### src/rtl/mdu_issue_ctrl.sv
// Issue control for the multi-cycle multiply/divide unit: stalls, launches, revokes and completes MDU ops.
// Optional MDU_LATENCY_CHECK_EN adds a sticky latency_error when the unit's count_down disagrees with cnt.
module mdu_issue_ctrl #(
    parameter int unsigned MULT_CYCLES = 5,
    parameter int unsigned DIV_CYCLES  = 10
) (
    input  logic       clk,
    input  logic       reset,
    input  logic       in_valid,
    input  logic [3:0] op,
    input  logic       flush,
    input  logic       mdu_busy,
    input  logic [3:0] mdu_count_down,
    output logic       in_ready,
    output logic [4:0] ctrl,
    output logic       calculate,
    output logic       revoke,
    output logic       load_HI,
    output logic       load_LO,
    output logic       mdu_active,
    output logic       latency_error,
    output logic [3:0] dbg_cnt
);

    localparam logic [3:0] MULT_LOAD = 4'(MULT_CYCLES);
    localparam logic [3:0] DIV_LOAD  = 4'(DIV_CYCLES);

    localparam logic [3:0] OP_MULT  = 4'd1;
    localparam logic [3:0] OP_MULTU = 4'd2;
    localparam logic [3:0] OP_DIV   = 4'd3;
    localparam logic [3:0] OP_DIVU  = 4'd4;
    localparam logic [3:0] OP_MFHI  = 4'd5;
    localparam logic [3:0] OP_MFLO  = 4'd6;
    localparam logic [3:0] OP_MTHI  = 4'd7;
    localparam logic [3:0] OP_MTLO  = 4'd8;

    typedef enum logic {IDLE, RUN} state_t;

    state_t     state;
    logic [3:0] cnt;
    logic       is_mdu;
    logic       running;
    logic       accept;

    // Handshake: an MDU-class op (in_valid with op 1..8) is taken in the cycle where
    // in_valid && in_ready && !flush; in_ready drops only for MDU-class ops while RUN or mdu_busy.
    always_comb begin
        is_mdu     = in_valid && (op >= OP_MULT) && (op <= OP_MTLO);
        running    = (state == RUN);
        in_ready   = reset && !(is_mdu && (running || mdu_busy));
        accept     = is_mdu && in_ready && !flush;
        revoke     = reset && running && flush;
        calculate  = reset && running && (cnt == 4'd1) && !flush;
        mdu_active = reset && running;
        dbg_cnt    = reset ? cnt : 4'd0;
    end

    always_comb begin
        ctrl    = 5'b00000;
        load_HI = 1'b0;
        load_LO = 1'b0;
        if (accept) begin
            case (op)
                OP_MULT:  ctrl = 5'b10000;
                OP_MULTU: ctrl = 5'b10100;
                OP_DIV:   ctrl = 5'b11000;
                OP_DIVU:  ctrl = 5'b11100;
                OP_MFHI:  ctrl = 5'b00010;
                OP_MFLO:  ctrl = 5'b00011;
                OP_MTHI: begin
                    ctrl    = 5'b00010;
                    load_HI = 1'b1;
                end
                OP_MTLO: begin
                    ctrl    = 5'b00011;
                    load_LO = 1'b1;
                end
                default:  ctrl = 5'b00000;
            endcase
        end
    end

    always_ff @(posedge clk) begin
        if (!reset) begin
            state <= IDLE;
            cnt   <= 4'd0;
        end else begin
            case (state)
                IDLE: begin
                    if (ctrl[4]) begin
                        state <= RUN;
                        cnt   <= ctrl[3] ? DIV_LOAD : MULT_LOAD;
                    end
                end
                RUN: begin
                    // A flush cancels the calculation even in its final cycle.
                    if (flush || (cnt == 4'd1)) begin
                        state <= IDLE;
                        cnt   <= 4'd0;
                    end else begin
                        cnt <= cnt - 4'd1;
                    end
                end
                default: begin
                    state <= IDLE;
                    cnt   <= 4'd0;
                end
            endcase
        end
    end

`ifdef MDU_LATENCY_CHECK_EN
    logic lat_err_q;

    always_ff @(posedge clk) begin
        if (!reset) begin
            lat_err_q <= 1'b0;
        end else if (running && (mdu_count_down != cnt)) begin
            lat_err_q <= 1'b1;
        end
    end

    assign latency_error = reset && lat_err_q;
`else
    logic unused_count_down;

    assign unused_count_down = ^mdu_count_down;
    assign latency_error     = 1'b0;
`endif

endmodule

### config.mk
export PLATFORM = sky130hd
export DESIGN_NAME = mdu_issue_ctrl
export DESIGN_NICKNAME = d
export VERILOG_FILES = /design/src/rtl/mdu_issue_ctrl.sv
export SDC_FILE = /design/constraint.sdc
export NUM_CORES = 1
export LEC_CHECK = 0
export BUFFER_PORTS_ARGS = -buffer_cell sky130_fd_sc_hd__buf_2
export CORE_UTILIZATION = 49
export DETAILED_ROUTE_END_ITERATION = 16
export PLACE_DENSITY_LB_ADDON = 0.25
export SYNTH_ARGS = -nofsm -noshare
export SYNTH_HDL_FRONTEND = slang
export SYNTH_SLANG_ARGS = --single-unit
export TNS_END_PERCENT = 10
### constraint.sdc
create_clock -name clk -period 4.9 [get_ports clk]
set_clock_uncertainty 0.2 [all_clocks]
set_input_delay 0.49 -clock clk [delete_from_list [all_inputs] [get_ports clk]]
set_output_delay 0.49 -clock clk [all_outputs]
set_load 0.1 [all_outputs]
# After elaboration in Yosys (flattened, before gate mapping)
# Cells that the tools add are included.
dict set report op_classes {
  n_addsub 1
  mul 0
  div_mod_pow 0
  magnitude_cmp 2
  eq_ne 10
  shift 0
  muxes 14
  bitwise 1
  n_reduce_logical 16
}
# cell count
set ops {}
lappend ops {{$pmux W5 S6} 1}
lappend ops {{$eq A4 B3 Y1 const B} 4}
lappend ops {{$mux W4} 4}
lappend ops {{$logic_and A1 B1 Y1} 10}
lappend ops {{$eq A4 B1 Y1 const B} 2}
lappend ops {{$eq A4 B2 Y1 const B} 2}
lappend ops {{$pmux W4 S2} 1}
lappend ops {{$mux W1} 6}
lappend ops {{$mux W5} 1}
lappend ops {{$eq A4 B4 Y1 const B} 1}
lappend ops {{$ge A4 B1 Y1 const B} 1}
lappend ops {{$le A4 B4 Y1 const B} 1}
lappend ops {{$reduce_or A2 Y1} 2}
lappend ops {{$sub A4 B1 Y4 const B} 1}
lappend ops {{$logic_not A1 Y1} 2}
lappend ops {{$logic_or A1 B1 Y1} 2}
lappend ops {{$ne A2 B2 Y1 const B} 1}
lappend ops {{$pmux W1 S2} 1}
lappend ops {{$not A1 Y1} 1}
dict set report totals {
  ff_bits 5
  latchBits 0
  ram_bits 0
  romBits 0
  input_bits 13
  output_inout_bits 16
  elab_cells 46
  mem_count 0
}

# Longest topological paths before layout
# Gate-level depths: netlist of the first run.
dict set report depth {
  word_depth 12
  mapped_depth 6
  depth_no_buf 6
}

# Least setup slack after synthesis of the first run
# Ideal clock, no wire load.
dict set report synth_timing {
  path_type {input -> output}
  from {input port op[2]}
  to {output port ctrl[0]}
  arrival_ns 3.622
  required_ns 4.210
  slack_ns 0.588
  cell_stages 6
  n_path_buf 2
  path_cell_list {buf_6 -> o31ai_2 -> nand3_1 -> or4b_1 -> buf_2 -> nor3_1}
}
dict set report synth_between {
  elab_chain_len 9
  elab_cells_between_ends 21
  classes_between {order compare: 2; eq/ne: 8; mux: 2; reduce/logical: 9}
}
# element line
set synth_rtl {}
lappend synth_rtl {{start: declaration} 10} ;# input logic [3:0] op,
lappend synth_rtl {{$ge A4 B1 Y1} 48} ;# is_mdu = in_valid && (op >= OP_MULT) && (op <= OP_MTLO);
lappend synth_rtl {{$logic_and A1 B1 Y1 (2 in a row)} 48}
lappend synth_rtl {{$logic_and A1 B1 Y1} 50} ;# in_ready = reset && !(is_mdu && (running || mdu_busy));
lappend synth_rtl {{$logic_not A1 Y1} 50}
lappend synth_rtl {{$logic_and A1 B1 Y1} 50}
lappend synth_rtl {{$logic_and A1 B1 Y1 (2 in a row)} 51} ;# accept = is_mdu && in_ready && !flush;
lappend synth_rtl {{$mux W5 (*)} 62} ;# if (accept) begin
lappend synth_rtl {{end: declaration} 15} ;# output logic [4:0] ctrl,
# Every way passes the cells marked *; elsewhere a longest branch is shown, timed or not.

# Worst setup path in the final report of the first run
dict set report layout_timing {
  from {input port reset}
  to {output port ctrl[2]}
}
dict set report layout_between {
  elab_chain_len 4
}
# element line
set layout_rtl {}
lappend layout_rtl {{start: declaration} 8} ;# input logic reset,
lappend layout_rtl {{$logic_and A1 B1 Y1} 50}
lappend layout_rtl {{$logic_and A1 B1 Y1 (2 in a row)} 51}
lappend layout_rtl {{$mux W5} 62}
# Every way passes these cells.

==> results of run 1 <==
critical path: stages:
cell and delay, ns:
buf_2 0.20, nor2b_1 0.35, or4b_1 0.64, nor4_4 0.24
buf_2 0.46
worst max-delay path by stage:
stage / from / endpoint
2_1_floorplan: op[2] / ctrl[0]
3_3_place_gp: reset / ctrl[2]
3_5_place_dp: reset / ctrl[2]
4_1_cts: reset / ctrl[2]
5_1_grt: reset / ctrl[2]
6_report: reset / ctrl[2]
cells by family after synthesis:
logic type / after synthesis / share of synthesized area [%]
fa+ha+maj: 2 / 3.94
flops: 5 / 15.7
simple gates: 37 / 39.4
compound gates: 25 / 26.4
buf+inv: 15 / 11.2
other cells: 1 / 0.590
xor+xnor: 2 / 2.76
where the power goes:
part	total (mW)	internal [mW]	switching (mW)	leakage [nW]
logic	0.0413	0.0117	0.0296	0.298
clock network	0.0503	0.0309	0.0193	0.0150
registers	0.0428	0.0417	0.00112	0.0404
layout make-up:
type	instances	area [um2]
Fill cell	111	410
Inverter	6	22.5
Tap cell	14	17.5
Clock buffer	4	26.3
Timing Repair Buffer	23	115
Sequential cell	5	100
Multi-Input combinational cell	67	464
stage by stage:
stage	setup WS [ns]	cells	area [um2]
3_3_place_gp	1.83	115	719
4_1_cts	1.82	119	746
5_1_grt	1.68	119	746
3_5_place_dp	1.81	115	719
2_1_floorplan	0.588	87	636
6_report	1.83	119	746
synth_stat cells, types with 2 or more instances:
cell type  count  area, um2
a21oi_1        7       35.0
and2_1         4       25.0
buf_2          3       15.0
clkbuf_1       4       15.0
dfxtp_1        5        100
ha_1           2       25.0
inv_1          6       22.5
nand2_1        3       11.3
nand3_1        2       10.0
nor2_1         5       18.8
nor2b_1        5       31.3
nor3_1         4       20.0
nor3b_1        2       15.0
o211ai_1       3       22.5
o21a_1         2       15.0
o21ai_0        5       25.0
o22ai_1        2       12.5
flip-flops by register name, summed over array words and instances (netlist names):
register  flops
cnt           4
running       1
layer usage:
layer	vias up	global-route usage [%]	share of wire, %
li1	349	-	-
met1	285	29.1	50
met2	19	34.9	43
met3	3	8.72	5.3
met4	0	5.36	0.94
met5	-	0	0
==> metrics.md, run 1 <==
| Metric | Value |
|---|---|
| FF-to-FF End | `cnt[3]` |
| Syn_nets | `~100` |
| Post-synth EDFFs | `0` |
| Hold path start | `cnt[2]` |
| Vias in the first global route | `around 520` |
| Hold depth | `2` |
| Slew Limit Fails | `0` |
| Max-Cap Viols | `0` |
| Final nets | `~120` |
| Seq/Total Area, Yosys | `between 10% and 20%` |
| Largest net degree at the start of global routing | `16` |
| # IOs | `29` |
| H-tree lvl count | `1` |
| HP Class | `register to register` |
| Crit-path max FO | `13` |
| Setup CP Type | `input port to output pin` |
| Vias | `approximately 660` |
| First-pass GRT wire length | `between 2 and 2.5 mm` |
| Clock Latency Late Sink | `roughly 0.25 ns` |
| Min cycle time layout | `just over 3 ns` |
| Total gr overflow | `0` |
| Layout cells sized above 1 | `30.5%` |
| Finished Core Util | `64.5%` |
| Total power | `between 0.1 and 0.15 mW` |
| CP arrival | `around 2.4 ns` |
| Most frequent cells in the layout | `23 x buf_2, 7 x a21oi_1, 6 x inv_1` |
| Fin crit share | `62.7%` |
| Post-CTS resize count | `0` |
| DRT antenna net count | `0` |
| F_max | `between 300 and 400 MHz` |
| Die width | `38.0 um` |
| Most common cell after layout, fill and taps aside | `buf_2` |
| R2R depth | `5` |
| Distinct cells, synth | `40` |
| Reg2Reg Setup Slack | `~3.2 ns` |
| Detailed Routing Iterations Pass 1 | `2` |
| RSZ-0062 raised after global routing | `no` |
| Worst EP required | `around 4.2 ns` |
| Clock Tree Root | `clkbuf_4` |
| Antenna violations before repair | `0` |
| P&R area growth vs syn | `17.3%` |
| Worst setup SP type | `input port` |
| Cell Pwr Density | `around 180 nW/um2` |
| Post-synth ARST share | `0%` |
| Final Hold Vio Count | `0` |
| Pleak | `about 0.35 nW` |
| Worst hold slack | `about 0.33 ns` |
| Mean routed wirelength per cell | `11.6 um` |
| CTS sink cnt | `5` |
| Mapped cell area | `~640 um2` |
| Initial Utilization | `between 50% and 60%` |
| Setup repair bufs after CTS | `0` |
| CTS max path bufs | `2` |
| Residual DRC | `0` |
| Setup TNS | `0 ns` |
| Core Area | `between 1000 and 1500 um2` |
| Antenna Cells | `0` |
| Ys flop type | `dfxtp_1` |
| Drt total wl | `1.39 mm` |
| Cts hold-fix bufs | `0` |
| Synthesis-stage register bit count | `5` |
| Reg-to-reg startpoint | `cnt[0]` |
| Port Buffers | `23` |
| Total GRT Usage | `roughly 22%` |
| Hold-critical path endpoint | `cnt[2]` |
| Via density | `~5.5` |
| Chip height | `about 38 um` |
| RePlAce Congestion | `around 0.75` |
| Die area | `~1400 um2` |
| Mapped Cells | `87` |
| Setup violators final | `0` |
| CTS tree | `built` |
| VDD IR max | `between 0.0001 and 0.00015 V` |
| Status | `complete, no violations` |
| Crit. End Element | `output pin` |
| DR iter-0 viols | `5` |
| # rows | `12` |
| Syn avg cell area | `about 7.3 um2` |
| Synth warnings | `0` |
| Clock Pin Slew Worst Setup and Hold Paths | `about 0.05 ns` |
| CTS Buf Count | `3` |
| Post-DP HPWL | `around 1.0 mm` |
Power figures use the tool's default switching activity.
==> run 2, diff against run 1 <==
--- a/config.mk
+++ b/config.mk
@@ -6,7 +6,7 @@
 export NUM_CORES = 1
 export LEC_CHECK = 0
 export BUFFER_PORTS_ARGS = -buffer_cell sky130_fd_sc_hd__buf_2
-export CORE_UTILIZATION = 49
+export CORE_UTILIZATION = 45
 export DETAILED_ROUTE_END_ITERATION = 16
 export PLACE_DENSITY_LB_ADDON = 0.25
 export SYNTH_ARGS = -nofsm -noshare
==> constraint.sdc (replaced) <==
create_clock -name clk -period 2.95 [get_ports clk]
set_clock_uncertainty 0.2 [all_clocks]
set_input_delay 0.295 -clock clk [delete_from_list [all_inputs] [get_ports clk]]
set_output_delay 0.295 -clock clk [all_outputs]
set_load 0.1 [all_outputs]
==> run 2 against run 1 <==
Effect of this change:
- hold slack got worse by 0.14 ns
- routed wire length rose by 6.0%
- clock power rose by 61%
- critical endpoint is now load_HI
- highest routed layer unchanged
==> metrics.md, run 2 (synthesis results as in run 1) <==
| Metric | Value |
|---|---|
| Status | `complete, no violations` |
| Setup repair bufs after CTS | `0` |
| RePlAce Congestion | `just under 0.8` |
| Drt total wl | `~1.5 mm` |
| Post-DP HPWL | `1.08 mm` |
| Reg-to-reg startpoint | `cnt[0]` |
| Vias | `around 660` |
| Min cycle time layout | `roughly 2.6 ns` |
| Hold-critical path endpoint | `running` |
| Mean routed wirelength per cell | `approximately 12 um` |
| CTS tree | `built` |
| Clock Latency Late Sink | `about 0.25 ns` |
| Worst hold slack | `0.186 ns` |
| Final Hold Vio Count | `0` |
| Slowest cell delay on critical path | `between 0.6 and 0.7 ns` |
| CTS sink cnt | `5` |
| HP Class | `input port to register` |
| Fin crit share | `89.8%` |
| Antenna Cells | `0` |
| RSZ-0062 raised after global routing | `no` |
| CTS Buf Count | `3` |
| Fin cells | `between 100 and 150` |
| Via density | `approximately 5.4` |
| Crit. End Element | `output pin` |
| Clock Tree Root | `clkbuf_4` |
| VDD IR max | `roughly 0.00024 V` |
| DR iter-0 viols | `16` |
| Die area | `between 1500 and 2000 um2` |
| Pre-CTS setup slack | `0.314 ns` |
| Die width | `around 40 um` |
| Final worst slack | `between 0.3 and 0.4 ns` |
| Area taken by multi-input logic gates | `about 470 um2` |
| Port Buffers | `23` |
| Slowest cell on the critical path | `or4b_1` |
| Finished Core Util | `about three fifths` |
| CP arrival | `around 2.2 ns` |
| Crit path buffers/inverters | `2` |
| Critical path launch point | `op[0]` |
| # rows | `13` |
| Placed Instances | `118` |
| DRT antenna net count | `0` |
| Initial Utilization | `about 49%` |
| Top delay family on crit path | `simple AND/OR/NAND/NOR gates` |
| Cell Pwr Density | `283 nW/um2` |
| Design Area, Final | `787 um2` |
| Post-CTS resize count | `0` |
| Vias in the first global route | `~470` |
| Hold path start | `reset` |
| Crit-path max FO | `13` |
| F_max | `~380 MHz` |
| Worst setup SP type | `input port` |
| Detailed Routing Iterations Pass 1 | `4` |
| Final nets | `about 120` |
| Layout cells sized above 1 | `roughly 34%` |
| Total GRT Usage | `between 10% and 20%` |
| FF-to-FF End | `cnt[3]` |
| Largest net degree at the start of global routing | `16` |
| Most common cell type on the critical path | `buf_2` |
| Cell Area, Placed | `between 700 and 800 um2` |
| Max reg flops | `4` |
| Fill count | `between 100 and 150` |
| Worst path cell trace | `buf_2, o31ai_2, nand3_1, or4b_1, nor3_2, buf_2` |
| P&R area growth vs syn | `23.8%` |
| H-tree lvl count | `1` |
| Worst EP required | `2.46 ns` |
| Reg2Reg Setup Slack | `roughly 1.2 ns` |
| Clock Pin Slew Worst Setup and Hold Paths | `roughly 0.04 ns` |
| Setup violators final | `0` |
| Most frequent cells in the layout | `22 x buf_2, 7 x a21oi_1, 6 x inv_1` |
| Hold depth | `2` |
| Setup CP Type | `input port to output pin` |
| Max-Cap Viols | `0` |
| Cts hold-fix bufs | `0` |
| Total gr overflow | `0` |
| # IOs | `29` |
| Core Area | `about 1300 um2` |
| First-pass GRT wire length | `roughly 2.1 mm` |
| Most flop-heavy register | `cnt` |
| Pleak | `0.367 nW` |
| Residual DRC | `0` |
| Most common cell after layout, fill and taps aside | `buf_2` |
| R2R depth | `5` |
| Slew Limit Fails | `0` |
| CTS max path bufs | `2` |
| Chip height | `~40 um` |
| FF+latch area | `around 100 um2` |
| Antenna violations before repair | `0` |
==> run 2: final cells by class <==
cell class	count	area share [%]
repair buffers	25	18.4
inverters	6	2.86
clock buffers	4	3.34
flip-flops and latches	5	12.7
well taps	15	2.38
multi-input cells	67	60.3
==> run 2: where the power goes <==
part           total, mW  switching (mW)  internal, mW
sequential        0.0710         0.00166        0.0693
combinational     0.0710          0.0503        0.0207
clock             0.0809          0.0296        0.0512
total              0.223          0.0816         0.141
==> run 2: routing by layer <==
| metal | GRT usage, % | routed length, um |
|---|---|---|
| met1 | 28.6 | 728 |
| met2 | 26.2 | 645 |
| met3 | 8.52 | 81 |
| met4 | 5.17 | 12 |
| met5 | 0 | 0 |
==> run 2: how the worst max path moves through the flow <==
stage | endpoint | slack, ns | depth (start not counted)
2_1_floorplan | ctrl[1] | -0.38 | 6
3_3_place_gp | load_HI | 0.36 | 6
3_5_place_dp | load_HI | 0.31 | 6
4_1_cts | load_HI | 0.31 | 6
5_1_grt | load_HI | 0.19 | 6
6_report | load_HI | 0.30 | 6
==> run 2: per-stage QoR <==
stage,setup TNS (ns),total power [mW]
after CTS,0,0.225
after global placement,0,0.141
after floorplan,-0.925,0.130
after global routing,0,0.234
after detailed placement,0,0.143
final,0,0.223
